## src/rtl/hand_accumulator.sv

```systemverilog
// Baccarat hand accumulator: accepts one card per handshake, keeps a
// registered running score mod MODULUS, and tracks the card count,
// natural detection and sticky error state for one hand.
module hand_accumulator #(
  parameter int CARD_W    = 4,
  parameter int MAX_CARDS = 3,
  parameter int MODULUS   = 10,
  parameter int FACE_MIN  = 10
) (
  input  logic                               slow_clock,
  input  logic                               reset,
  input  logic                               new_hand,
  input  logic                               card_valid,
  input  logic [CARD_W-1:0]                  card,
  output logic                               card_ready,
  output logic [3:0]                         total,
  output logic [$clog2(MAX_CARDS+1)-1:0]     card_count,
  output logic                               score_valid,
  output logic                               natural,
  output logic                               hand_full,
  output logic                               err
);

  localparam int CNT_W = $clog2(MAX_CARDS+1);
  localparam int SUM_W = 5;

  localparam logic [CARD_W-1:0] RANK_MAX  = CARD_W'(13);
  localparam logic [CARD_W-1:0] FACE_RANK = CARD_W'(FACE_MIN);
  localparam logic [SUM_W-1:0]  MOD_S     = SUM_W'(MODULUS);
  localparam logic [CNT_W-1:0]  CNT_MAX   = CNT_W'(MAX_CARDS);

  typedef enum logic [1:0] {
    EMPTY   = 2'd0,
    PARTIAL = 2'd1,
    FULL    = 2'd2
  } state_t;

  // Rank 0 means "no card"; anything above King is not a real card.
  function automatic logic card_legal(input logic [CARD_W-1:0] rank);
    return (rank != '0) && (rank <= RANK_MAX);
  endfunction

  // Tens and court cards count zero, pips count their face value.
  function automatic logic [SUM_W-1:0] card_value(input logic [CARD_W-1:0] rank);
    return (rank >= FACE_RANK) ? '0 : SUM_W'(rank);
  endfunction

  // Both operands are below MODULUS, so one conditional subtract wraps the sum.
  function automatic logic [3:0] wrap_add(input logic [3:0] acc,
                                          input logic [SUM_W-1:0] val);
    logic [SUM_W-1:0] sum;
    sum = {1'b0, acc} + val;
    if (sum >= MOD_S) begin
      sum = sum - MOD_S;
    end
    return sum[3:0];
  endfunction

  state_t             state_p1, state_p0;
  logic [3:0]         total_p1, total_p0;
  logic [CNT_W-1:0]   count_p1, count_p0;
  logic               err_p1, err_p0;
  logic               nat_p1, nat_p0;
  logic               vld_p1, vld_p0;

  state_t             base_state;
  logic [3:0]         base_total;
  logic [CNT_W-1:0]   base_count;
  logic               base_err;
  logic               base_nat;
  logic               ready_p0;
  logic               legal_p0;

  // Next-state and datapath: new_hand clears first, then the offered card
  // is judged against the cleared hand so it can become card 1.
  always_comb begin
    base_state = new_hand ? EMPTY : state_p1;
    base_total = new_hand ? 4'd0 : total_p1;
    base_count = new_hand ? '0 : count_p1;
    base_err   = new_hand ? 1'b0 : err_p1;
    base_nat   = new_hand ? 1'b0 : nat_p1;

    ready_p0 = (base_state != FULL);
    legal_p0 = card_legal(card);

    state_p0 = base_state;
    total_p0 = base_total;
    count_p0 = base_count;
    err_p0   = base_err;
    nat_p0   = base_nat;
    vld_p0   = 1'b0;

    if (card_valid) begin
      if (!ready_p0 || !legal_p0) begin
        err_p0 = 1'b1;
      end else begin
        vld_p0   = 1'b1;
        total_p0 = wrap_add(base_total, card_value(card));
        count_p0 = base_count + CNT_W'(1);
        nat_p0   = (int'(count_p0) == 2) && ((total_p0 == 4'd8) || (total_p0 == 4'd9));
        state_p0 = (count_p0 == CNT_MAX) ? FULL : PARTIAL;
      end
    end
  end

  // Hand state register; reset drops the hand immediately.
  always_ff @(posedge slow_clock or posedge reset) begin
    if (reset) begin
      state_p1 <= EMPTY;
    end else begin
      state_p1 <= state_p0;
    end
  end

  // Score, count, flags and the one-cycle score_valid pulse.
  always_ff @(posedge slow_clock or posedge reset) begin
    if (reset) begin
      total_p1 <= 4'd0;
      count_p1 <= '0;
      err_p1   <= 1'b0;
      nat_p1   <= 1'b0;
      vld_p1   <= 1'b0;
    end else begin
      total_p1 <= total_p0;
      count_p1 <= count_p0;
      err_p1   <= err_p0;
      nat_p1   <= nat_p0;
      vld_p1   <= vld_p0;
    end
  end

  assign card_ready  = (state_p1 != FULL);
  assign hand_full   = (state_p1 == FULL);
  assign total       = total_p1;
  assign card_count  = count_p1;
  assign score_valid = vld_p1;
  assign natural     = nat_p1;
  assign err         = err_p1;

endmodule
```

## config.mk

```make
export PLATFORM = sky130hd
export DESIGN_NAME = hand_accumulator
export DESIGN_NICKNAME = d
export VERILOG_FILES = /design/src/rtl/hand_accumulator.sv
export SDC_FILE = /design/constraint.sdc
export NUM_CORES = 1
export LEC_CHECK = 0
export BUFFER_PORTS_ARGS = -buffer_cell sky130_fd_sc_hd__buf_2
export CAP_MARGIN = 5
export CORE_ASPECT_RATIO = 1.4
export CORE_MARGIN = 4
export CORE_UTILIZATION = 25
export CTS_BUF_LIST = sky130_fd_sc_hd__clkbuf_4 sky130_fd_sc_hd__clkbuf_8
export DETAILED_ROUTE_END_ITERATION = 16
export PLACE_DENSITY_LB_ADDON = 0.1
export SLEW_MARGIN = 0
export SYNTH_ARGS = -nofsm -noshare
export SYNTH_HDL_FRONTEND = slang
export SYNTH_SLANG_ARGS = --single-unit
```

## constraint.sdc

```tcl
create_clock -name slow_clock -period 4.5 [get_ports slow_clock]
set_input_delay 0.675 -clock slow_clock [delete_from_list [all_inputs] [get_ports slow_clock]]
set_output_delay 0.675 -clock slow_clock [all_outputs]
set_load 0.01 [all_outputs]
```

==> flow_metrics.env <==
export IMPL_setup_viol=0
export IMPL_clk_latency_ns=0.24
export IMPL_layout_cells_non_filler=142
export IMPL_floorplan_initialDensity=0.2651
export IMPL_synth_flop_cell="dfrtp_1"
export IMPL_ys_types=32
export IMPL_drive_above_1_share=0.2476
export IMPL_wl_per_cell_um=12.19
export IMPL_dp_hpwl_mm=1.409
export IMPL_synthTopCellsByArea="dfrtp_1 (35%), ha_1 (11%), inv_1 (5.3%)"
export IMPL_antenna_found_initial=0
export IMPL_grt_max_degree=19
export IMPL_critPathKind="input port to flop"
export IMPL_status="completed"
export IMPL_cp_start_kind="input port"
export IMPL_grt_first_pass_wirelength_mm=2.794
export IMPL_die_area_um2=4082
export IMPL_placed_cells=138
export IMPL_io_buffers=18
export IMPL_gr_total_overflow=0
export IMPL_worst_slew_pin_slew_ns=0.4318
export IMPL_routabilityCongestion=0.7037
export IMPL_fin_worst_skew_ns=0.002994
export IMPL_cap_violations=0
export IMPL_synthTopCellsByCount="dfrtp_1 (11), inv_1 (11), ha_1 (7)"
export IMPL_antenna_cells=0
export IMPL_rsz0062_at_grt="false"
export IMPL_min_path_type="input port to asynchronous set/reset pin"
export IMPL_grt_total_usage=0.09733
export IMPL_clkTransAtPathRegs_ns=0.05
export IMPL_period_share=0.6829
export IMPL_die_width_um=55.16
export IMPL_vias=662
export IMPL_required_ns=4.64
export IMPL_final_util=0.3282
export IMPL_drt_wl_total_mm=1.731
export IMPL_synth_edf_count=0
export IMPL_final_hold_viol_count=0
export IMPL_die_h_um=74.02
export IMPL_power_total_uw=321.8
export IMPL_period_needed_ns=3.073
export IMPL_ctsHoldBuffers=0
export IMPL_htree_levels=1
export IMPL_avgSynthCellArea_um2=9.265
export IMPL_netlist_area_um2=778.2
export IMPL_cts_resized=0
export IMPL_r2r_slack_ns=1.66
export IMPL_yosys_warnings=0
export IMPL_syn_nets=100
export IMPL_fin_nets=122
export IMPL_drt_first_pass_iters=4
export IMPL_worstPathMaxFanout=6
export IMPL_netlist_area_leader_share=0.3537
export IMPL_endpoint_kind="flop"
export IMPL_p_leak_nw=0.5183
export IMPL_synth_largest_area_cell="dfrtp_1"
export IMPL_cp_arrival_ns=3.21
export IMPL_netlist_instances=84
export IMPL_grt_pass1_vias=640
export IMPL_num_rows=23
export IMPL_root_buffer="clkbuf_8"
export IMPL_relSlewSlack=0.7118
export IMPL_ys_seq_area_frac=0.3537
export IMPL_via_per_inst=4.662
export IMPL_tritoncts="done"
export IMPL_drc_errors=0
export IMPL_ir_drop_uv=114.8
export IMPL_p_per_area_nw_per_um2=334.0
export IMPL_dr_first_iter_drc_count=9
export IMPL_ios=19
export IMPL_finalSetupTns_ns=0
export IMPL_area_delta_synth_final_pct=23.79
export IMPL_cts_made_buffers=3
export IMPL_clock_fmax_mhz=325.4
export IMPL_clockBufferDepth=2
export IMPL_core_area_um2=2935
export IMPL_cts_sinks=11
export IMPL_ys_ff_latch=11
export IMPL_ant_nets=0
export IMPL_post_cts_buffers=0
export IMPL_fillCellCount=328
export IMPL_async_flop_share=1.000
export IMPL_rr_worst_depth=10
export IMPL_drv_slew=0
==> critical path, stage by stage <==
cell and delay (ns):
buf_2 0.12, o21ai_0 0.07, and2_1 0.16, ha_1 0.20, fa_1 0.43, xnor2_2 0.26, ha_1 0.23, inv_1 0.05
a31oi_1 0.14, o31a_1 0.28, mux2_4 0.33, o41ai_2 0.26
==> layout make-up <==
cell class	count	area, µm²	area share
Multi-Input combinational cell	60	454.2	0.4714
Inverter	11	41.29	0.04286
Sequential cell	11	275.3	0.2857
Clock buffer	4	48.80	0.05065
Timing Repair Buffer	19	97.59	0.1013
Tap cell	37	46.29	0.04805
==> sequential cells by signal (all words and copies together) (netlist names) <==
signal,cells
err,1
card_count,2
total,4
natural,1
state_p1,2
score_valid,1
==> kinds of logic after synthesis <==
kind of cell / after synthesis / synth area share
xor+xnor: 4 / 0.05467
mux: 2 / 0.03215
fa+ha+maj: 8 / 0.1383
compound gates: 20 / 0.1720
simple gates: 26 / 0.1865
buf+inv: 13 / 0.06271
flops: 11 / 0.3537
==> worst paths after layout <==
path                                   from            end
worst max-delay path                card[3]        natural
worst min-delay path                  reset  card_count[0]
worst max register to register     total[0]        natural
worst min register to register  state_p1[1]    state_p1[1]
max in group asynchronous             reset       total[2]
min in group slow_clock         state_p1[1]    state_p1[1]
==> per-layer routing <==
metal / global-route usage / vias up / part of all wire
li1: - / 332 / -
met1: 0.1166 / 316 / 0.40
met2: 0.1500 / 9 / 0.54
met3: 0.01202 / 5 / 0.019
met4: 0.08108 / 0 / 0.039
met5: 0 / - / 0
==> per-stage QoR <==
stage | hold slack, ns | worst slack (ns) | cell area [µm²]
final | 0.4228 | 1.427 | 963.4
after global routing | 0.4611 | 1.312 | 963.4
after floorplan | 0.4757 | 1.403 | 778.2
after detailed placement | 0.5079 | 1.199 | 914.6
after CTS | 0.4388 | 1.456 | 963.4
after global placement | 0.5037 | 1.197 | 914.6
==> where the power goes <==
group	total (mW)	leakage [nW]	internal (mW)	switching, mW
clock	0.105	0.0262	0.0682	0.0368
sequential	0.116	0.144	0.111	0.00484
combinational	0.101	0.349	0.0451	0.0560
total	0.322	0.518	0.224	0.0976
==> cells in the final DEF, fill, tap and decap left out, drive strengths merged, types with 2 or more instances in the layout <==
| cell type | n |
|---|---|
| nand2 | 6 |
| nand2b | 3 |
| ha | 7 |
| dfrtp | 11 |
| xnor2 | 3 |
| buf | 19 |
| o21ai | 7 |
| nand3b | 3 |
| a31oi | 2 |
| a21oi | 3 |
| nor2b | 6 |
| a21o | 2 |
| nor2 | 2 |
| clkbuf | 4 |
| inv | 11 |
Note: power is estimated with default switching activity, not from simulation.
